### src/rtl/icache_pkg.sv
// Shared definitions for the instruction-cache fill path (ins_cache and icache_line_fill).
//   ADDR_W / WORD_W    : word-address width and backing-bus data width
//   WORDS_PER_LINE     : words per cache line (power of two)
//   LINE_W / OFFSET_W  : line width in bits, word-offset width within a line
//   fill_state_e       : line-fill FSM encoding
package icache_pkg;

  localparam int unsigned ADDR_W         = 32;
  localparam int unsigned WORD_W         = 32;
  localparam int unsigned WORDS_PER_LINE = 16;
  localparam int unsigned LINE_W         = WORD_W * WORDS_PER_LINE;
  localparam int unsigned OFFSET_W       = $clog2(WORDS_PER_LINE);

  typedef enum logic [2:0] {
    StIdle,
    StIssue,
    StWait,
    StDone,
    StErr
  } fill_state_e;

endpackage

### src/rtl/icache_line_fill.sv
// Line-fill engine between ins_cache and a 32-bit backing memory.
// Builds one cache line from WORDS_PER_LINE single-word reads, one outstanding read at a time.
// Ports:
//   clk, rst                 : clock (rising edge), asynchronous active-low reset
//   mem_rd_en, mem_addr      : fill request and miss word address from ins_cache
//   mem_rd_rdy, mem_data     : one-cycle line-ready pulse and the assembled line
//   fill_err                 : one-cycle pulse when the fill is aborted by a bus error
//   bus_rd_en, bus_addr      : backing-memory word read request and word address
//   bus_rd_valid, bus_rdata  : backing-memory read response
//   bus_err                  : backing-memory error, qualified by bus_rd_valid
module icache_line_fill
  import icache_pkg::*;
(
  input  logic              clk,
  input  logic              rst,
  input  logic              mem_rd_en,
  input  logic [ADDR_W-1:0] mem_addr,
  output logic              mem_rd_rdy,
  output logic [LINE_W-1:0] mem_data,
  output logic              fill_err,
  output logic              bus_rd_en,
  output logic [ADDR_W-1:0] bus_addr,
  input  logic              bus_rd_valid,
  input  logic [WORD_W-1:0] bus_rdata,
  input  logic              bus_err
);

  fill_state_e                          state_q;
  logic [ADDR_W-OFFSET_W-1:0]           tag_q;    // line-aligned base, offset bits dropped
  logic [OFFSET_W-1:0]                  cnt_q;
  logic [OFFSET_W-1:0]                  cnt_inc;
  logic [WORDS_PER_LINE-1:0][WORD_W-1:0] line_q;
  logic [WORDS_PER_LINE-1:0][WORD_W-1:0] line_wr;
  logic                                 unused_offset;

  // The word offset of the miss address is irrelevant: fills always start at word 0.
  assign unused_offset = ^mem_addr[OFFSET_W-1:0];

  // Offset arithmetic stays inside OFFSET_W bits, so the line address never carries.
  assign cnt_inc = cnt_q + OFFSET_W'(1);

  // Line contents with the current response written into its slot.
  always_comb begin
    line_wr        = line_q;
    line_wr[cnt_q] = bus_rdata;
  end

  always_ff @(posedge clk or negedge rst) begin
    if (!rst) begin
      state_q    <= StIdle;
      tag_q      <= '0;
      cnt_q      <= '0;
      line_q     <= '0;
      mem_data   <= '0;
      mem_rd_rdy <= 1'b0;
      fill_err   <= 1'b0;
      bus_rd_en  <= 1'b0;
      bus_addr   <= '0;
    end else begin
      // Pulse outputs default low; the state that owns them raises them for one cycle.
      mem_rd_rdy <= 1'b0;
      fill_err   <= 1'b0;
      bus_rd_en  <= 1'b0;
      unique case (state_q)
        StIdle: begin
          if (mem_rd_en) begin
            tag_q     <= mem_addr[ADDR_W-1:OFFSET_W];
            cnt_q     <= '0;
            bus_addr  <= {mem_addr[ADDR_W-1:OFFSET_W], {OFFSET_W{1'b0}}};
            bus_rd_en <= 1'b1;
            state_q   <= StIssue;
          end
        end
        StIssue: begin
          state_q <= StWait;
        end
        StWait: begin
          if (bus_rd_valid) begin
            if (bus_err) begin
              fill_err <= 1'b1;
              state_q  <= StErr;
            end else begin
              line_q <= line_wr;
              if (cnt_q == OFFSET_W'(WORDS_PER_LINE - 1)) begin
                // Publish the line only on a complete, error-free fill.
                mem_data   <= line_wr;
                mem_rd_rdy <= 1'b1;
                state_q    <= StDone;
              end else begin
                cnt_q     <= cnt_inc;
                bus_addr  <= {tag_q, cnt_inc};
                bus_rd_en <= 1'b1;
                state_q   <= StIssue;
              end
            end
          end
        end
        StDone: begin
          state_q <= StIdle;
        end
        StErr: begin
          state_q <= StIdle;
        end
        default: begin
          state_q <= StIdle;
        end
      endcase
    end
  end

endmodule
### config.mk
export PLATFORM = sky130hd
export DESIGN_NAME = icache_line_fill
export DESIGN_NICKNAME = d
export VERILOG_FILES = /design/src/rtl/icache_pkg.sv /design/src/rtl/icache_line_fill.sv
export SDC_FILE = /design/constraint.sdc
export NUM_CORES = 2
export LEC_CHECK = 0
export CELL_PAD_IN_SITES_DETAIL_PLACEMENT = 1
export CELL_PAD_IN_SITES_GLOBAL_PLACEMENT = 2
export CORE_MARGIN = 2
export CORE_UTILIZATION = 40
export DETAILED_ROUTE_END_ITERATION = 6
export GPL_TIMING_DRIVEN = 0
export PLACE_DENSITY_LB_ADDON = 0.1
export SLEW_MARGIN = 20
export SYNTH_ARGS = -nofsm -noshare
export SYNTH_HDL_FRONTEND = slang
export SYNTH_SLANG_ARGS = --single-unit
### constraint.sdc
create_clock -name clk -period 5.95 [get_ports clk]
set_input_delay 1.19 -clock clk [delete_from_list [all_inputs] [get_ports clk]]
set_output_delay 1.19 -clock clk [all_outputs]
set_load 0.005 [all_outputs]
==> flow_metrics.env <==
export IMPL_outcome="finished clean"
export IMPL_ant_nets=0
export IMPL_cts_buffers_inserted=116
export IMPL_setup_worst_path_class="in -> reg"
export IMPL_grt_max_degree=137
export IMPL_hold_path_class="in -> async"
export IMPL_worst_path_max_fanout=10
export IMPL_synth_top_area_share_pct=60.3
export IMPL_post_cts_buffers=0
export IMPL_grt_overflow=0
export IMPL_relSlewSlack_pct=26.4
export IMPL_p_int_mw=13.1
export IMPL_io_buffers=611
export IMPL_r2r_cells=10
export IMPL_core_um2=109000
export IMPL_yosys_most_used_dff="dfrtp_1"
export IMPL_ir_drop_mv=0.225
export IMPL_syn_to_final_growth_pct=27.7
export IMPL_power_mw=17.6
export IMPL_setup_viol=0
export IMPL_grt_pass1_vias=32888
export IMPL_switchingPower_mw=4.45
export IMPL_power_density_nw_per_um2=314
export IMPL_place_congestion=0.790
export IMPL_vias_per_cell=5.28
export IMPL_groute_usage_overall_pct=27.4
export IMPL_hold_violations=0
export IMPL_grt_pass1_wl_um=226000
export IMPL_synth_area_leader_cell="dfrtp_1"
export IMPL_drt_first_iter_violations=1649
export IMPL_post_route_min_period_ns=3.99
export IMPL_hold_buffers=0
export IMPL_synth_area_leaders="dfrtp_1 60%, mux2i_1 12%, mux2_2 10%"
export IMPL_routed_wl_um=154000
export IMPL_yosysMostFrequentCell="dfrtp_1"
export IMPL_synth_area_per_cell_um2=12.2
export IMPL_power_frac_seq_pct=45.3
export IMPL_drive_above_1_share_pct=16.4
export IMPL_fp_row_count=121
export IMPL_skew_ns=0.0303
export IMPL_maxCapViolCount=0
export IMPL_crit_path_start_kind="input pin"
export IMPL_synth_area_um2=43900
export IMPL_start_util_pct=40.4
export IMPL_dieArea_um2=112000
export IMPL_clock_power_share_pct=42.7
export IMPL_swShare_pct=25.3
export IMPL_drv_slew=0
export IMPL_syn_nets=3661
export IMPL_cts_resized_gates=0
export IMPL_ys_types=31
export IMPL_num_io_pins=616
export IMPL_p_leak_nw=27.9
export IMPL_htreeDepth=3
export IMPL_clockRootBuffer="clkbuf_16"
export IMPL_clkTransAtPathRegs_ns=0.06
export IMPL_die_height_um=335
export IMPL_die_w_um=335
export IMPL_clockBufferDepth=3
export IMPL_arrival_ns=4.63
export IMPL_worstMarginPinSlew_ns=1.10
export IMPL_drtPass1Iterations=5
export IMPL_p_comb_share_pct=12.0
export IMPL_clkLatencyLatePin_ns=0.70
export IMPL_seq_area_frac_synth_pct=60.3
export IMPL_fin_nets=4399
export IMPL_wl_per_cell_um=26.4
export IMPL_cp_end_kind="flop"
export IMPL_required_ns=6.59
export IMPL_synthArstFlopShare_pct=100
export IMPL_clock_sinks=1058
export IMPL_antenna_found_initial=16
export IMPL_yosys_top_cells_count="1058 x dfrtp_1, 620 x nand2_1, 513 x o21ai_0"
export IMPL_synth_edf_count=0
export IMPL_yosys_warnings=0
export IMPL_drc=0
export IMPL_num_vias=30881
export IMPL_ys_seq_elements=1058
export IMPL_finalCritPeriodShare_pct=67.0
export IMPL_fmax_mhz=251
export IMPL_dp_hpwl_um=113000
export IMPL_cts_tree="yes"
export IMPL_synthCells=3588
export IMPL_rsz0062_at_grt="false"
export IMPL_setup_tns_final_ns=0
flip-flops by register name (all words and copies together) (netlist names):
signal and flops:
mem_data 512, line_q 480, bus_addr 32, tag_q 28, state_q 3, bus_rd_en 1
fill_err 1, mem_rd_rdy 1
kinds of logic (layout without fill, tap and decap cells):
family / after synthesis / after routing / share of synthesized area (%)
flip-flops: 1058 / 1058 / 60.3
multiplexers: 1016 / 1016 / 24.6
AND/OR/NAND/NOR: 655 / 655 / 5.85
AO/OA/AOI/OAI: 519 / 519 / 5.94
buffers and inverters: 336 / 1174 / 3.23
adder cells (fa/ha/maj): 4 / 4 / 0.114
other: 0 / 4 / 0
worst paths after layout:
check / to / slack (ns) / startpoint
setup / recovery: mem_data[494] / 1.96 / bus_rd_valid
hold / removal: line_q[88] / 0.39 / rst
setup reg to reg: mem_data[494] / 1.97 / bus_addr[1]
hold reg to reg: mem_data[490] / 0.47 / mem_data[490]
max in group asynchronous: line_q[391] / 2.81 / rst
min in group clk: mem_data[490] / 0.47 / mem_data[490]
power groups by stage:
stage	clock network, mW	logic [mW]	registers (mW)
after floorplan	0	1.22	8.03
after global placement	0	2.10	8.13
after detailed placement	0	2.15	8.09
after CTS	7.65	2.16	7.97
after global routing	7.93	2.32	8.03
final	7.51	2.12	7.97
per-stage QoR:
stage | cells | utilization, % | instance area, um^2 | hold slack, ns | worst slack, ns
floorplan | 3588 | - | 43900 | 0.464 | 3.40
global placement | 5613 | 47.6 | 51800 | 0.460 | -47.08
detailed placement | 5622 | 47.8 | 52100 | 0.465 | 0.786
CTS | 5840 | 51.5 | 56100 | 0.373 | 1.38
global route | 5840 | 51.5 | 56100 | 0.396 | 1.71
finish | 5844 | 51.5 | 56100 | 0.392 | 1.96
layer usage:
layer	global-route usage [%]	routed length, um	vias to the layer above
met5	0	103	-
met4	8.18	4370	16
met3	7.62	10400	202
met2	43.1	70700	708
met1	36.9	68400	16178
li1	-	-	13777
cells in the final DEF (no fill, tap or decap), types with 4 or more instances in the layout:
| cell type | n |
|---|---|
| clkbuf_1 | 224 |
| dfrtp_1 | 1058 |
| nand3_1 | 11 |
| mux2i_1 | 508 |
| nand2_1 | 620 |
| o21ai_0 | 513 |
| bufinv_16 | 9 |
| buf_1 | 10 |
| nor3b_1 | 4 |
| clkbuf_16 | 121 |
| clkbuf_8 | 31 |
| buf_2 | 119 |
| mux2_2 | 393 |
| buf_16 | 10 |
| clkinvlp_4 | 4 |
| mux2_1 | 115 |
| clkdlybuf4s50_1 | 610 |
| diode_2 | 4 |
| clkinv_2 | 28 |
| ha_1 | 4 |
| inv_1 | 4 |
critical path: stages:
cell and delay [ns]:
clkdlybuf4s50_1 0.50, nor2b_1 0.32, nand3_1 0.48, buf_2 0.41
clkbuf_2 0.41, inv_1 0.62, buf_2 0.45, nand2_1 0.14
nand2_1 0.09
final cells by class:
class / instances / area (um^2)
fillers: 11298 / 52800
flip-flops and latches: 1058 / 26500
multi-input cells: 2194 / 16000
repair buffers: 620 / 6380
clock buffers: 177 / 3550
well taps: 1414 / 1770
plain buffers: 332 / 1410
clock inverters: 41 / 440
inverters: 4 / 15.0
diodes: 4 / 10.0
No activity file was read; power rests on OpenSTA's default activity.
